`src/rtl/riscv_pipe_pkg.sv`:
```
// Shared definitions for the instruction-memory program loader:
// state encodings, the default word-address width and small decode helpers.
package riscv_pipe_pkg;

    // Default instruction-memory word-address width (depth 2^7 = 128 words).
    localparam int unsigned IMEM_ADDR_W_DEF = 7;

    // Loader FSM states.
    typedef enum logic [2:0] {
        ST_IDLE  = 3'd0,
        ST_LEN   = 3'd1,
        ST_DATA  = 3'd2,
        ST_WRITE = 3'd3,
        ST_CSUM  = 3'd4,
        ST_RUN   = 3'd5,
        ST_ERR   = 3'd6
    } ldr_state_e;

    // States in which a stream byte may be accepted.
    function automatic logic fn_rx_ready(input ldr_state_e s);
        return (s == ST_LEN) || (s == ST_DATA) || (s == ST_CSUM);
    endfunction

    // States that make up an in-progress load.
    function automatic logic fn_busy(input ldr_state_e s);
        return (s == ST_LEN) || (s == ST_DATA) || (s == ST_WRITE) || (s == ST_CSUM);
    endfunction

    // One step of the running XOR checksum over the data bytes.
    function automatic logic [7:0] fn_csum_step(input logic [7:0] acc, input logic [7:0] b);
        return acc ^ b;
    endfunction

endpackage

```
`src/rtl/imem_loader.sv`:
```
// Instruction-memory program loader. Receives a byte stream
// (count N, 4N little-endian data bytes, XOR checksum), writes the words
// into instruction memory and releases the CPU reset only after a load
// whose checksum matches. All outputs are registered.
module imem_loader
    import riscv_pipe_pkg::*;
#(
    parameter int unsigned ADDR_W = IMEM_ADDR_W_DEF
) (
    input  logic              clk,
    input  logic              rstn,
    input  logic              start,
    input  logic              rx_valid,
    input  logic [7:0]        rx_data,
    output logic              rx_ready,
    output logic              im_we,
    output logic [ADDR_W-1:0] im_addr,
    output logic [31:0]       im_wdata,
    output logic              cpu_rstn,
    output logic              busy,
    output logic              done,
    output logic              err
);

    // Count width: wide enough for the 8-bit count byte and for 2^ADDR_W.
    localparam int unsigned CW = ((ADDR_W + 1) > 9) ? (ADDR_W + 1) : 9;
    localparam logic [CW-1:0] C_DEPTH = CW'(1) << ADDR_W;

    // State and datapath registers
    ldr_state_e        r_state;
    logic [CW-1:0]     r_n;
    logic [ADDR_W-1:0] r_idx;
    logic [1:0]        r_bcnt;
    logic [31:0]       r_word;
    logic [7:0]        r_xor;

    // Registered outputs
    logic              r_rx_ready;
    logic              r_im_we;
    logic [ADDR_W-1:0] r_im_addr;
    logic [31:0]       r_im_wdata;
    logic              r_cpu_rstn;
    logic              r_busy;
    logic              r_done;
    logic              r_err;

    // Next-state values
    ldr_state_e        w_state_nxt;
    logic [CW-1:0]     w_n_nxt;
    logic [ADDR_W-1:0] w_idx_nxt;
    logic [1:0]        w_bcnt_nxt;
    logic [31:0]       w_word_nxt;
    logic [7:0]        w_xor_nxt;

    logic              w_acc;
    logic              w_len_bad;
    logic [CW-1:0]     w_idx_p1;

    // A byte moves only when the registered ready and the source's valid coincide.
    assign w_acc     = rx_valid & r_rx_ready;
    assign w_len_bad = (rx_data == 8'd0) || (CW'(rx_data) > C_DEPTH);
    assign w_idx_p1  = CW'(r_idx) + CW'(1);

    // Next-state and datapath update logic for the loader FSM.
    always_comb begin
        w_state_nxt = r_state;
        w_n_nxt     = r_n;
        w_idx_nxt   = r_idx;
        w_bcnt_nxt  = r_bcnt;
        w_word_nxt  = r_word;
        w_xor_nxt   = r_xor;
        case (r_state)
            ST_IDLE, ST_RUN, ST_ERR: begin
                if (start) begin
                    w_state_nxt = ST_LEN;
                    w_idx_nxt   = {ADDR_W{1'b0}};
                    w_bcnt_nxt  = 2'd0;
                    w_xor_nxt   = 8'd0;
                end else begin
                    w_state_nxt = r_state;
                end
            end
            ST_LEN: begin
                if (w_acc) begin
                    if (w_len_bad) begin
                        w_state_nxt = ST_ERR;
                    end else begin
                        w_n_nxt     = CW'(rx_data);
                        w_state_nxt = ST_DATA;
                    end
                end else begin
                    w_state_nxt = ST_LEN;
                end
            end
            ST_DATA: begin
                if (w_acc) begin
                    // Shifting in from the top leaves byte 0 in bits [7:0] after four bytes.
                    w_word_nxt = {rx_data, r_word[31:8]};
                    w_xor_nxt  = fn_csum_step(r_xor, rx_data);
                    if (r_bcnt == 2'd3) begin
                        w_bcnt_nxt  = 2'd0;
                        w_state_nxt = ST_WRITE;
                    end else begin
                        w_bcnt_nxt  = r_bcnt + 2'd1;
                    end
                end else begin
                    w_state_nxt = ST_DATA;
                end
            end
            ST_WRITE: begin
                w_idx_nxt = r_idx + {{(ADDR_W-1){1'b0}}, 1'b1};
                if (w_idx_p1 == r_n) begin
                    w_state_nxt = ST_CSUM;
                end else begin
                    w_state_nxt = ST_DATA;
                end
            end
            ST_CSUM: begin
                if (w_acc) begin
                    if (rx_data == r_xor) begin
                        w_state_nxt = ST_RUN;
                    end else begin
                        w_state_nxt = ST_ERR;
                    end
                end else begin
                    w_state_nxt = ST_CSUM;
                end
            end
            default: begin
                w_state_nxt = ST_IDLE;
            end
        endcase
    end

    // State/datapath registers and outputs decoded from the next state, so each
    // output is a flop that is valid for exactly the cycles spent in its state.
    always_ff @(posedge clk or negedge rstn) begin
        if (!rstn) begin
            r_state    <= ST_IDLE;
            r_n        <= {CW{1'b0}};
            r_idx      <= {ADDR_W{1'b0}};
            r_bcnt     <= 2'd0;
            r_word     <= 32'd0;
            r_xor      <= 8'd0;
            r_rx_ready <= 1'b0;
            r_im_we    <= 1'b0;
            r_im_addr  <= {ADDR_W{1'b0}};
            r_im_wdata <= 32'd0;
            r_cpu_rstn <= 1'b0;
            r_busy     <= 1'b0;
            r_done     <= 1'b0;
            r_err      <= 1'b0;
        end else begin
            r_state    <= w_state_nxt;
            r_n        <= w_n_nxt;
            r_idx      <= w_idx_nxt;
            r_bcnt     <= w_bcnt_nxt;
            r_word     <= w_word_nxt;
            r_xor      <= w_xor_nxt;
            r_rx_ready <= fn_rx_ready(w_state_nxt);
            r_im_we    <= (w_state_nxt == ST_WRITE);
            r_im_addr  <= r_idx;
            r_im_wdata <= w_word_nxt;
            r_cpu_rstn <= (w_state_nxt == ST_RUN);
            r_busy     <= fn_busy(w_state_nxt);
            r_done     <= (w_state_nxt == ST_RUN);
            r_err      <= (w_state_nxt == ST_ERR);
        end
    end

    assign rx_ready = r_rx_ready;
    assign im_we    = r_im_we;
    assign im_addr  = r_im_addr;
    assign im_wdata = r_im_wdata;
    assign cpu_rstn = r_cpu_rstn;
    assign busy     = r_busy;
    assign done     = r_done;
    assign err      = r_err;

endmodule

```
`config.mk`:
```
export PLATFORM = sky130hd
export DESIGN_NAME = imem_loader
export DESIGN_NICKNAME = d
export VERILOG_FILES = /design/src/rtl/riscv_pipe_pkg.sv /design/src/rtl/imem_loader.sv
export SDC_FILE = /design/constraint.sdc
export NUM_CORES = 1
export LEC_CHECK = 0
export BUFFER_PORTS_ARGS = -buffer_cell sky130_fd_sc_hd__buf_2
export CORE_ASPECT_RATIO = 1.25
export CORE_MARGIN = 10
export CORE_UTILIZATION = 50
export DETAILED_ROUTE_END_ITERATION = 6
export PLACE_DENSITY = 0.78
export SLEW_MARGIN = 20
export SYNTH_ARGS = -nofsm -noshare
export SYNTH_HDL_FRONTEND = slang
export SYNTH_SLANG_ARGS = --single-unit
```
`constraint.sdc`:
```
create_clock -name clk -period 3.7 [get_ports clk]
set_input_delay 0.555 -clock clk [delete_from_list [all_inputs] [get_ports clk]]
set_output_delay 0.555 -clock clk [all_outputs]
set_load 0.02 [all_outputs]
```
==> results.cfg <==
[final_layout]
finalNetCount = 431
stdcell_area_um2 = 3855
nFillCells = 580
stdcell_count = 509
post_route_cells_drive_above_1_share_pct = 20.38
syn_to_final_growth_pct = 14.32
n_antenna_cell = 0

[clock_tree]
ctsHoldBuffers = 0
h-tree-depth = 3
cts_root_buf = clkbuf_8
cts_buffer_depth = 2
post-cts-setup-buffer-count = 0
tritoncts = yes
clk_pin_slew_worst_paths_ns = 0.07
clk_latency_ns = 0.35
cts_num_sinks = 72
cts_buffers = 9
cts_resized = 0

[sta]
fmax_mhz = 391.4
slew_viol_final = 0
tightest_slew_ns = 0.8837
finalSetupViolCount = 0
fin_skew_ns = 0.008473
fin_crit_ns = 2.555
final_hold_viol_count = 0
final.setup.tns_ns = 0
finalCritPeriodShare_pct = 69.06
rsz0062_at_grt = no
slew_headroom_pct = 41.08

[grt]
grtUsageMet3_pct = 4.637
grt_use_met1_pct = 19.29
grt-ovfl-total = 0
busiest_layer = met2
grtUsageTotal_pct = 15.13
grt_pass1_wl_um = 12980
antenna_found_initial = 0
grt_max_degree = 73
met2_usage_pct = 23.49
grt_pass1_vias = 2595

[worst_setup_path]
cp_max_fo = 33
worstSetupEndpointType = register
worstReg2RegEnd = r_xor[2]
worst_ep_required_time_ns = 3.96
r2r_slack_ns = 1.14
worst_r2r_path_depth = 6
r2r-start = r_state[1]
crit_arrival_ns = 2.81
start_kind = register
worst-setup-path-type = reg -> reg

[drt]
drc = 0
vias = 2732
first_iter_violations = 292
ant_nets = 0
firstDrtPassIters = 5
wl_per_cell_um = 15.06
drt_wl_total_um = 7663
viasPerCell = 5.367

[die]
initial_core_util_pct = 51.36
ios = 57
rows = 33
die_w_um = 93.45
die_h_um = 111.8
core_area_um2 = 6565
die_area_um2 = 10450

[logic_synthesis]
yosysWarnings = 0
syn_area_per_cell_um2 = 9.213
synth-simple-area-share_pct = 20.85
synth_nets = 380
synth_edf_count = 0
synthCells = 366
synth.area.top_cells = dfrtp_1 53%, nand2_1 13%, o21ai_0 3.4%
ys_seq_elements = 72
synth-xor-area-share_pct = 4.675
yosysTopAreaCellShare_pct = 53.43
netlist.top_cell.by_area = dfrtp_1
synthMuxAreaShare_pct = 2.672
yosysUniqueCellTypes = 49
ys.flop_type = dfrtp_1
async_flop_share_pct = 100.0
synth_compound_area_share_pct = 12.84
ys_seq_area_share_pct = 53.43
synth_top_family_by_area = simple AND/OR/NAND/NOR gates
synth_adder_area_share_pct = 0.7421
syn-cell-area_um2 = 3372

[power]
p_switching_w = 0.001298
internal_power_w = 0.001789
vdd_drop_max_v = 0.0003467
power.density_nw_per_um2 = 800.9
seqPwrFrac_pct = 43.2
p_sw_share_pct = 42.05
combPwrFrac_pct = 37.0
p_clk_share_pct = 19.8
leakage_nw = 1.978

[placed_design]
dp_hpwl_um = 5360
finalWeightedCongestion = 0.9514
place_inst = 493
io_buffers = 56
placed_area_um2 = 3659

[job]
cap_violations = 0

[min_path]
min_path_type = in -> async

[outcome]
status = completed
layout make-up:
type	instances	area [um^2]	share of cell area, %
clock buffers	10	127.6	3.311
clock inverters	6	68.82	1.785
inverters	9	33.78	0.8763
multi-input cells	266	1411	36.61
flip-flops and latches	72	1802	46.74
well taps	87	108.9	2.824
repair buffers	59	302.8	7.855
critical path: stages (launching register included):
cell and delay, ns:
dfrtp_1 0.78, nor2b_1 0.53, nand2_1 0.35, nor2_2 0.15, buf_4 0.33, nand2_1 0.13, o21ai_0 0.19
cell usage after synthesis, types with 2 or more instances:
library cell / instances
a21boi_0: 2
a21oi_1: 22
a311oi_1: 2
a31oi_1: 2
and2_1: 2
and3_1: 2
buf_2: 3
buf_4: 3
clkbuf_1: 7
clkbuf_8: 3
dfrtp_1: 72
ha_1: 2
inv_1: 8
mux2_2: 7
nand2_1: 114
nand3_1: 4
nand4_1: 2
nor2_1: 22
nor2b_1: 2
nor3_1: 7
nor4_1: 4
o21a_1: 2
o21ai_0: 23
o22ai_1: 5
o31ai_1: 2
or3_1: 2
or4_1: 2
xnor2_1: 8
xor2_1: 10
power by group through the flow:
stage,clock (W),combinational (W),sequential (W)
floorplan,0,0.000731,0.00141
global placement,0,0.00111,0.00133
detailed placement,0,0.00115,0.00134
CTS,0.000625,0.00115,0.00133
global route,0.000660,0.00128,0.00138
finish,0.000610,0.00114,0.00134
sequential cells by signal (all words and copies together), names as in the netlist:
register / count
im_wdata: 32
r_n: 8
r_xor: 8
im_addr: 7
r_idx: 7
r_state: 3
r_bcnt: 2
busy: 1
done: 1
err: 1
im_we: 1
rx_ready: 1
per-layer routing:
metal  wire length, um  vias to the layer above  part of all wire, %
met1              3268                     1268                   43
met5                 0                        -                    0
met4               154                        0                  2.0
li1                  -                     1334                    -
met3               538                       12                  7.0
met2              3701                      118                   48
cell usage in the layout, fill, tap and decap left out, drive strengths merged, types with 3 or more instances in the layout:
cell type	n
nand2	114
dfrtp	72
buf	59
o21ai	23
a21oi	22
nor2	22
xor2	10
clkbuf	10
inv	9
xnor2	8
mux2	8
nor3	7
o22ai	5
nand3	5
nor4	4
clkinv	4
a21boi	3
o31ai	3
how the worst max path moves through the flow:
| stage | slack (ns) | endpoint | from |
|---|---|---|---|
| detailed placement | 1.22 | rx_ready | r_state[1] |
| global placement | 1.31 | rx_ready | r_state[1] |
| floorplan | 1.79 | r_n[2] | rx_data[3] |
| finish | 1.14 | r_xor[2] | r_state[1] |
| global route | 0.87 | r_xor[2] | r_state[1] |
| CTS | 1.19 | r_xor[2] | r_state[1] |
kinds of logic (layout without fill, tap and decap cells):
logic type	Yosys count	count (layout)
and+or+nand+nor	167	167
DFF	72	72
AOI/OAI and AO/OA	71	71
buffers and inverters	28	84
xor gates and xnor gates	18	18
muxes	8	8
adders and majority gates	2	2
per-stage QoR:
step           total power (W)  setup slack [ns]  util, %  hold slack (ns)
4_1_cts               0.003110             1.186    58.72           0.4347
2_1_floorplan         0.002142             1.794        -           0.2594
3_3_place_gp          0.002446             1.308    55.73           0.4550
6_report              0.003087             1.145    58.72           0.3869
5_1_grt               0.003322            0.8664    58.72           0.4903
3_5_place_dp          0.002491             1.217    55.73           0.4582
Power figures use the tool's default switching activity.
